**src/rtl/load_store_unit_if.sv**
```systemverilog
// CPU-side request/response and DataMemory signals of the load/store unit.
interface load_store_unit_if;
  logic        ReqValid;
  logic        ReqReady;
  logic [2:0]  MemOp;
  logic [31:0] Addr;
  logic [31:0] WData;
  logic        Done;
  logic [31:0] RData;
  logic        AlignErr;
  logic        mRD;
  logic        mWR;
  logic [31:0] DataAddr;
  logic [31:0] DataIn;
  logic [31:0] MemDataOut;

  // The load/store unit itself
  modport slave (
    input  ReqValid, MemOp, Addr, WData, MemDataOut,
    output ReqReady, Done, RData, AlignErr, mRD, mWR, DataAddr, DataIn
  );

  // CPU + memory side that drives requests and returns read data
  modport master (
    output ReqValid, MemOp, Addr, WData, MemDataOut,
    input  ReqReady, Done, RData, AlignErr, mRD, mWR, DataAddr, DataIn
  );
endinterface

```
**src/rtl/load_store_unit.sv**
```systemverilog
// Memory-access stage: turns byte/half/word loads and stores into word-wide
// DataMemory accesses, with read-modify-write for sub-word stores.
module load_store_unit #(
  parameter bit BIG_ENDIAN = 1'b1,
  parameter bit WORD_INDEX = 1'b1
) (
  input logic               CLK,
  input logic               Reset,
  load_store_unit_if.slave  bus
);

  localparam logic [2:0] OpLb  = 3'd0;
  localparam logic [2:0] OpLh  = 3'd1;
  localparam logic [2:0] OpLw  = 3'd2;
  localparam logic [2:0] OpLbu = 3'd3;
  localparam logic [2:0] OpLhu = 3'd4;
  localparam logic [2:0] OpSb  = 3'd5;
  localparam logic [2:0] OpSh  = 3'd6;
  localparam logic [2:0] OpSw  = 3'd7;

  typedef enum logic [1:0] {StIdle, StRd, StWr, StDone} state_e;

  state_e      state_q, state_d;
  logic [2:0]  op_q;
  logic [31:0] addr_q, wdata_q, word_q, rdata_q;
  logic        err_q;

  logic        accept, misaligned, is_load;
  logic [4:0]  byte_sh, half_sh;
  logic [7:0]  byte_val;
  logic [15:0] half_val;
  logic [31:0] load_val, mask, ins, merged, word_addr;

  assign accept  = bus.ReqValid && (state_q == StIdle);
  assign is_load = (op_q <= OpLhu);

  // Alignment check on the incoming request
  always_comb begin
    misaligned = 1'b0;
    case (bus.MemOp)
      OpLh, OpLhu, OpSh: misaligned = bus.Addr[0];
      OpLw, OpSw:        misaligned = |bus.Addr[1:0];
      default:           misaligned = 1'b0;
    endcase
  end

  // Lane offsets within the word; big-endian puts offset 0 at the top byte
  always_comb begin
    if (BIG_ENDIAN) begin
      byte_sh = {~addr_q[1:0], 3'b000};
      half_sh = {~addr_q[1], 4'b0000};
    end else begin
      byte_sh = {addr_q[1:0], 3'b000};
      half_sh = {addr_q[1], 4'b0000};
    end
    word_addr = WORD_INDEX ? {2'b00, addr_q[31:2]} : {addr_q[31:2], 2'b00};
  end

  // Load lane extraction with sign/zero extension
  always_comb begin
    byte_val = bus.MemDataOut[byte_sh +: 8];
    half_val = bus.MemDataOut[half_sh +: 16];
    case (op_q)
      OpLb:    load_val = {{24{byte_val[7]}}, byte_val};
      OpLbu:   load_val = {24'b0, byte_val};
      OpLh:    load_val = {{16{half_val[15]}}, half_val};
      OpLhu:   load_val = {16'b0, half_val};
      default: load_val = bus.MemDataOut;
    endcase
  end

  // Sub-word merge into the word captured during the read phase
  always_comb begin
    if (op_q == OpSb) begin
      mask = 32'h0000_00ff << byte_sh;
      ins  = {24'b0, wdata_q[7:0]} << byte_sh;
    end else begin
      mask = 32'h0000_ffff << half_sh;
      ins  = {16'b0, wdata_q[15:0]} << half_sh;
    end
    merged = (word_q & ~mask) | ins;
  end

  // State register
  always_ff @(posedge CLK or negedge Reset) begin
    if (!Reset) state_q <= StIdle;
    else        state_q <= state_d;
  end

  // Next-state logic
  always_comb begin
    state_d = state_q;
    unique case (state_q)
      StIdle: begin
        if (accept) begin
          if (misaligned)             state_d = StDone;
          else if (bus.MemOp == OpSw) state_d = StWr;
          else                        state_d = StRd;
        end
      end
      StRd:    state_d = is_load ? StDone : StWr;
      StWr:    state_d = StDone;
      StDone:  state_d = StIdle;
      default: state_d = StIdle;
    endcase
  end

  // Outputs decode straight from state so reset kills mRD/mWR at once
  always_comb begin
    bus.ReqReady = (state_q == StIdle);
    bus.mRD      = (state_q == StRd);
    bus.mWR      = (state_q == StWr);
    bus.Done     = (state_q == StDone);
    bus.AlignErr = (state_q == StDone) && err_q;
    bus.RData    = rdata_q;
    bus.DataAddr = 32'b0;
    bus.DataIn   = 32'b0;
    if (state_q == StRd || state_q == StWr) bus.DataAddr = word_addr;
    if (state_q == StWr) bus.DataIn = (op_q == OpSw) ? wdata_q : merged;
  end

  // Request latch, read-word capture and load result register
  always_ff @(posedge CLK or negedge Reset) begin
    if (!Reset) begin
      op_q    <= 3'b0;
      addr_q  <= 32'b0;
      wdata_q <= 32'b0;
      err_q   <= 1'b0;
      word_q  <= 32'b0;
      rdata_q <= 32'b0;
    end else begin
      if (accept) begin
        op_q    <= bus.MemOp;
        addr_q  <= bus.Addr;
        wdata_q <= bus.WData;
        err_q   <= misaligned;
      end
      if (state_q == StRd) begin
        word_q <= bus.MemDataOut;
        if (is_load) rdata_q <= load_val;
      end
    end
  end

endmodule

```
**src/flat_wrapper.sv**
```systemverilog
// flat-port wrapper written by rule: the top's interface ports become plain ports
module load_store_unit_flat 
#(
  parameter bit BIG_ENDIAN = 1'b1,
  parameter bit WORD_INDEX = 1'b1
)
  (CLK, Reset, bus_ReqValid, bus_MemOp, bus_Addr, bus_WData, bus_MemDataOut, bus_ReqReady, bus_Done, bus_RData, bus_AlignErr, bus_mRD, bus_mWR, bus_DataAddr, bus_DataIn);
  load_store_unit_if bus_i ();
  input logic CLK;
  input logic Reset;
  input wire logic [$bits(bus_i.ReqValid)-1:0] bus_ReqValid;
  input wire logic [$bits(bus_i.MemOp)-1:0] bus_MemOp;
  input wire logic [$bits(bus_i.Addr)-1:0] bus_Addr;
  input wire logic [$bits(bus_i.WData)-1:0] bus_WData;
  input wire logic [$bits(bus_i.MemDataOut)-1:0] bus_MemDataOut;
  output wire logic [$bits(bus_i.ReqReady)-1:0] bus_ReqReady;
  output wire logic [$bits(bus_i.Done)-1:0] bus_Done;
  output wire logic [$bits(bus_i.RData)-1:0] bus_RData;
  output wire logic [$bits(bus_i.AlignErr)-1:0] bus_AlignErr;
  output wire logic [$bits(bus_i.mRD)-1:0] bus_mRD;
  output wire logic [$bits(bus_i.mWR)-1:0] bus_mWR;
  output wire logic [$bits(bus_i.DataAddr)-1:0] bus_DataAddr;
  output wire logic [$bits(bus_i.DataIn)-1:0] bus_DataIn;
  assign bus_i.ReqValid = bus_ReqValid;
  assign bus_i.MemOp = bus_MemOp;
  assign bus_i.Addr = bus_Addr;
  assign bus_i.WData = bus_WData;
  assign bus_i.MemDataOut = bus_MemDataOut;
  assign bus_ReqReady = bus_i.ReqReady;
  assign bus_Done = bus_i.Done;
  assign bus_RData = bus_i.RData;
  assign bus_AlignErr = bus_i.AlignErr;
  assign bus_mRD = bus_i.mRD;
  assign bus_mWR = bus_i.mWR;
  assign bus_DataAddr = bus_i.DataAddr;
  assign bus_DataIn = bus_i.DataIn;
  load_store_unit #(.BIG_ENDIAN(BIG_ENDIAN), .WORD_INDEX(WORD_INDEX)) u_core (.CLK(CLK), .Reset(Reset), .bus(bus_i));
endmodule
```
**config.mk**
```make
export PLATFORM = sky130hd
export DESIGN_NAME = load_store_unit_flat
export DESIGN_NICKNAME = d
export VERILOG_FILES = /design/src/rtl/load_store_unit_if.sv /design/src/rtl/load_store_unit.sv /design/src/flat_wrapper.sv
export SDC_FILE = /design/constraint.sdc
export NUM_CORES = 1
export LEC_CHECK = 0
export CAP_MARGIN = 5
export CORE_ASPECT_RATIO = 0.75
export CORE_UTILIZATION = 40
export CTS_BUF_LIST = sky130_fd_sc_hd__clkbuf_4
export DETAILED_ROUTE_END_ITERATION = 12
export GPL_TIMING_DRIVEN = 1
export PLACE_DENSITY = 0.7
export SYNTH_ARGS = -nofsm -noshare
export SYNTH_HDL_FRONTEND = slang
export SYNTH_SLANG_ARGS = --single-unit
```
**constraint.sdc**
```tcl
create_clock -name CLK -period 4.15 [get_ports CLK]
set_input_delay 0.6225 -clock CLK [delete_from_list [all_inputs] [get_ports CLK]]
set_output_delay 0.6225 -clock CLK [all_outputs]
set_load 0.05 [all_outputs]
```
==> impl_metrics.env, run 1 <==
export IMPL_gp_congestion=0.939
export IMPL_wl_per_cell_um=20.4
export IMPL_grt_pass1_vias=5561
export IMPL_root_buffer="clkbuf_4"
export IMPL_synth_top_area_frac=0.494
export IMPL_drive_gt1_frac=0.227
export IMPL_cap_viol_max_count=0
export IMPL_avgSynthCellArea_um2=11.6
export IMPL_synthAdderAreaFrac=0.00737
export IMPL_n_fill_cell=1402
export IMPL_fin_util=0.570
export IMPL_path_common_cell="a21oi_1"
export IMPL_final_nets=878
export IMPL_initial_core_util=0.416
export IMPL_clk_insertion_delay_late_ps=530
export IMPL_synth_area_leader_cell="dfrtp_1"
export IMPL_cp_arrival_ps=3220
export IMPL_via_per_inst=5.48
export IMPL_violations="DRC"
export IMPL_yosysMostFrequentCell="dfrtp_1"
export IMPL_num_io_pins=203
export IMPL_cts_hold_buf=0
export IMPL_critPathMaxStageDelay_ps=830
export IMPL_ctsResizeCount=0
export IMPL_cts_tree="done"
export IMPL_synthMuxAreaShare=0.221
export IMPL_syn_inst=588
export IMPL_port_buffer_count=200
export IMPL_hold_path_class="input port to asynchronous set/reset pin"
export IMPL_ant_nets=0
export IMPL_htree_num_levels=4
export IMPL_tightest_slew_ps=1140
export IMPL_crit_fanout=24
export IMPL_wirelength_um=20300
export IMPL_synth_warning_count=0
export IMPL_cts_sinks=134
export IMPL_synth_edf_count=0
export IMPL_die_width_um=152
export IMPL_async_reset_ff_frac=1.00
export IMPL_maxSlewHeadroom=0.240
export IMPL_clock_skew_ps=23.7
export IMPL_synthXorXnorAreaFrac=0.00387
export IMPL_drv_slew=0
export IMPL_dp_hpwl_um=14900
export IMPL_yosys_register_bits=134
export IMPL_rsz0062_at_grt="false"
export IMPL_post_cts_setup_buffers=0
export IMPL_grt_pass1_wl_um=31500
export IMPL_dr_first_iter_drc_count=414
export IMPL_synthesis_area_um2=6790
export IMPL_end_kind="output pin"
export IMPL_crit_type="flip-flop to output pin"
export IMPL_synthTopCellsByArea="dfrtp_1 (49%), mux2_2 (18%), mux2i_1 (3.8%), a21oi_1 (3.2%), and2_1 (2.9%)"
export IMPL_path_clk_slew_ps=120
export IMPL_grt_max_degree=119
export IMPL_grt_ovfl_total=0
export IMPL_synth_compound_area_frac=0.134
export IMPL_synth_top_family_by_area="multiplexers"
export IMPL_area_delta_synth_final_pct=36.9
export IMPL_fmax_mhz=260
export IMPL_finalCritPeriodShare=0.925
export IMPL_antenna_found_initial=1
export IMPL_clockBufferDepth=2
export IMPL_fp_dieH_um=115
export IMPL_crit_path_cell_trace="nand2_1, a21oi_1, a2bb2oi_1, a21oi_1, clkdlybuf4s50_1"
export IMPL_numCtsBuffers=17
export IMPL_cp_start_kind="flip-flop"
export IMPL_core_area_um2=16300
export IMPL_min_period_ps=3840
export IMPL_cp_required_ps=3530
export IMPL_yosys_top_cells_count="dfrtp_1 (134), mux2_2 (108), a21oi_1 (44)"
export IMPL_yosys_area_share_simple=0.103
export IMPL_drc=13
export IMPL_dieArea_um2=17500
export IMPL_ys_flop_type="dfrtp_1"
export IMPL_rows=40
export IMPL_final_setup_tns_ps=0
export IMPL_status="finished, violations left"
export IMPL_setup_viol=0
export IMPL_track_usage=0.236
export IMPL_finalHoldViolations=0
export IMPL_dr_pass1_iters=8
export IMPL_seq_area_frac_synth=0.494
export IMPL_synth_cell_type_count=51
export IMPL_vias=5451
export IMPL_crit_slowest_cell="dfrtp_1"
-- state kept, by name, summed over array words and instances (netlist names) --
register and flops:
u_core.bus.RData 32, u_core.wdata_q 32, u_core.state_q 2, u_core.op_q 3
u_core.word_q 32, u_core.err_q 1, u_core.addr_q 32
-- per-stage QoR --
step / cell area [µm²] / cells / worst slack (ps) / hold slack (ps)
3_3_place_gp: 8960 / 962 / 1000 / 455
6_report: 9300 / 995 / 310 / 255
2_1_floorplan: 6800 / 589 / 1340 / 327
4_1_cts: 9290 / 993 / 226 / 279
3_5_place_dp: 8960 / 962 / 840 / 471
5_1_grt: 9300 / 995 / 90.3 / 296
-- path summary, 6_finish.rpt --
check                                    start              endpoint  slack (ps)  depth (start not counted)
max reg2reg                  u_core.state_q[1]  u_core.bus.RData[17]        1190                          5
min                                      Reset    u_core.wdata_q[26]         250                          1
min reg2reg                u_core.bus.RData[4]   u_core.bus.RData[4]         500                          1
max                             u_core.op_q[2]        bus_DataIn[30]         310                          5
max in group asynchronous                Reset      u_core.addr_q[4]        3050                          2
min in group CLK           u_core.bus.RData[4]   u_core.bus.RData[4]         500                          1
-- logic make-up (layout without fill, tap and decap cells) --
family / count (synthesis) / count (layout)
muxes: 135 / 135
DFF: 134 / 134
AOI/OAI and AO/OA: 131 / 131
and+or+nand+nor: 129 / 129
buffers and inverters: 51 / 246
adders and majority gates: 4 / 4
xor gates and xnor gates: 3 / 3
other: 1 / 3
-- critical path: cells and delay by family (launching register included) --
kind,cells,cell delay (ps)
simple gates,1,500
buf+inv,1,720
compound gates,3,650
flops,1,830
-- layer usage --
layer  vias up  share of wire  track usage
met5         -              0            0
met4         0          0.010       0.0572
met3        18          0.087       0.0750
met2       214           0.44        0.356
met1      2731           0.46        0.331
li1       2488              -            -
-- cell type report --
cell class / count / area, µm² / share of cell area
Antenna cell: 1 / 2.50 / 0.000269
Sequential cell: 134 / 3350 / 0.361
Clock inverter: 14 / 200 / 0.0215
Tap cell: 210 / 263 / 0.0283
Timing Repair Buffer: 210 / 2140 / 0.230
Clock buffer: 17 / 128 / 0.0137
Inverter: 5 / 18.8 / 0.00202
Multi-Input combinational cell: 404 / 3190 / 0.343
-- layout by cell type, fill, tap and decap left out, types with 17 or more instances in the layout --
cell type | Yosys | routed
o21ai_0 | 19 | 19
mux2i_1 | 26 | 26
a21oi_1 | 44 | 44
clkdlybuf4s50_1 | 0 | 183
nor2_1 | 36 | 36
mux2_2 | 108 | 108
nand2_1 | 29 | 28
clkbuf_4 | 0 | 17
buf_4 | 9 | 18
dfrtp_1 | 134 | 133
and2_1 | 32 | 32
Power of run 1 is not shown: default switching activity piles up to over one toggle a cycle in this logic, so the estimate is an artifact.
==> inputs of run 2 (changes only) <==
--- a/config.mk
+++ b/config.mk
@@ -5,6 +5,7 @@
 export SDC_FILE = /design/constraint.sdc
 export NUM_CORES = 1
 export LEC_CHECK = 0
+export ABC_CLOCK_PERIOD_IN_PS = 4150
 export CAP_MARGIN = 5
 export CORE_ASPECT_RATIO = 0.75
 export CORE_UTILIZATION = 40
==> results of run 2 <==
No change in the layout: final DEF, timing and power equal those of run 1.
Power of run 2 is left out for the same reason.
==> inputs of run 3 (changes only) <==
--- a/config.mk
+++ b/config.mk
@@ -9,9 +9,7 @@
 export CAP_MARGIN = 5
 export CORE_ASPECT_RATIO = 0.75
 export CORE_UTILIZATION = 40
-export CTS_BUF_LIST = sky130_fd_sc_hd__clkbuf_4
 export DETAILED_ROUTE_END_ITERATION = 12
-export GPL_TIMING_DRIVEN = 1
 export PLACE_DENSITY = 0.7
 export SYNTH_ARGS = -nofsm -noshare
 export SYNTH_HDL_FRONTEND = slang
==> impl_metrics.env, run 3 (synthesis results as in run 1) <==
export IMPL_drv_slew=0
export IMPL_path_clk_slew_ps=60
export IMPL_grt_pass1_vias=5540
export IMPL_drc=13
export IMPL_cts_tree="done"
export IMPL_hold_path_class="input port to asynchronous set/reset pin"
export IMPL_clk_insertion_delay_late_ps=420
export IMPL_crit_path_cell_trace="nand2_1, a21oi_1, a2bb2oi_1, a21oi_1, clkdlybuf4s50_1"
export IMPL_setup_viol=0
export IMPL_dp_hpwl_um=14900
export IMPL_r2r_end="u_core.bus.RData[22]"
export IMPL_critPathLaunch="u_core.op_q[0]"
export IMPL_finalCritPeriodShare=0.919
export IMPL_core_area_um2=16300
export IMPL_cp_start_kind="flip-flop"
export IMPL_n_antenna_cell=0
export IMPL_root_buffer="clkbuf_16"
export IMPL_status="finished, violations left"
export IMPL_rr_worst_depth=5
export IMPL_cts_sinks=134
export IMPL_die_width_um=152
export IMPL_mostFrequentLayoutCells="clkdlybuf4s50_1 (183), dfrtp_1 (134), mux2_2 (108), a21oi_1 (44), nor2_1 (36)"
export IMPL_vias=5503
export IMPL_cts_hold_buf=0
export IMPL_dr_pass1_iters=9
export IMPL_numCtsBuffers=17
export IMPL_antenna_found_initial=0
export IMPL_final_nets=877
export IMPL_maxSlewHeadroom=0.180
export IMPL_gp_congestion=0.939
export IMPL_initial_core_util=0.416
export IMPL_grt_ovfl_total=0
export IMPL_track_usage=0.237
export IMPL_min_period_ps=3810
export IMPL_dieArea_um2=17500
export IMPL_rsz0062_at_grt="false"
export IMPL_n_fill_cell=1358
export IMPL_ctsResizeCount=0
export IMPL_cp_arrival_ps=3190
export IMPL_finalHoldViolations=0
export IMPL_end_kind="output pin"
export IMPL_wirelength_um=20500
export IMPL_grt_max_degree=119
export IMPL_cap_viol_max_count=0
export IMPL_violations="DRC"
export IMPL_rows=40
export IMPL_clock_skew_ps=9.32
export IMPL_clockBufferDepth=2
export IMPL_tightest_slew_ps=1200
export IMPL_fmax_mhz=262
export IMPL_grt_pass1_wl_um=31600
export IMPL_cp_required_ps=3530
export IMPL_ant_nets=0
export IMPL_final_common_cell="clkdlybuf4s50_1"
export IMPL_path_common_cell="a21oi_1"
export IMPL_num_io_pins=203
export IMPL_port_buffer_count=200
export IMPL_dr_first_iter_drc_count=423
export IMPL_critPathMaxStageDelay_ps=870
export IMPL_via_per_inst=5.54
export IMPL_r2r_start="u_core.state_q[1]"
export IMPL_htree_num_levels=4
export IMPL_wl_per_cell_um=20.6
export IMPL_crit_slowest_cell="dfrtp_1"
export IMPL_area_delta_synth_final_pct=41.2
export IMPL_drive_gt1_frac=0.226
export IMPL_crit_type="flip-flop to output pin"
export IMPL_final_setup_tns_ps=0
export IMPL_post_cts_setup_buffers=0
export IMPL_crit_fanout=26
export IMPL_r2r_setup_slack_ps=1200
export IMPL_fp_dieH_um=115
export IMPL_multiInputGateArea_um2=3190
export IMPL_regArea_um2=3350
## run 3: cell types whose count changed in the layout (fill, tap and decap cells not counted), sizes merged
cell    previous run  this run
clkinv             5         4
buf               27        26
clkbuf            17        18
diode              1         0
## run 3: worst max-delay path, delay by kind of cell, from the launching register on
| family | cells | cell delay (ps) |
|---|---|---|
| flip-flops | 1 | 870 |
| AO/OA/AOI/OAI | 3 | 640 |
| AND/OR/NAND/NOR | 1 | 550 |
| buffers and inverters | 1 | 720 |
## run 3: per-stage QoR
| step | hold slack, ps | setup WS [ps] | utilization | std cells | instance area (µm²) |
|---|---|---|---|---|---|
| after floorplan | 327 | 1340 | - | 589 | 6800 |
| after global placement | 455 | 1000 | 0.549 | 962 | 8960 |
| after detailed placement | 471 | 840 | 0.549 | 962 | 8960 |
| after CTS | 429 | 380 | 0.588 | 993 | 9590 |
| after global routing | 467 | 155 | 0.588 | 993 | 9590 |
| final | 392 | 336 | 0.588 | 993 | 9590 |
## run 3: per-layer routing
layer	vias to the layer above	track usage	wire length, µm
li1	2487	-	-
met1	2761	0.333	9400
met2	239	0.356	9130
met3	16	0.0750	1760
met4	0	0.0599	195
met5	-	0	0
## run 3: how the worst max path moves through the flow
stage,endpoint,slack [ps],cells after the start
after floorplan,bus_DataIn[21],1340,5
after global placement,bus_DataIn[29],1000,5
after detailed placement,bus_DataIn[29],840,5
after CTS,bus_DataIn[29],380,5
after global routing,bus_DataIn[29],150,5
final,bus_DataIn[29],340,5
## run 3: cell type report
| cell class | count | area share |
|---|---|---|
| Tap cell | 210 | 0.0274 |
| Inverter | 5 | 0.00196 |
| Clock buffer | 18 | 0.0458 |
| Multi-Input combinational cell | 404 | 0.333 |
| Timing Repair Buffer | 209 | 0.222 |
| Clock inverter | 13 | 0.0205 |
| Sequential cell | 134 | 0.350 |
Power of run 3 is left out for the same reason.
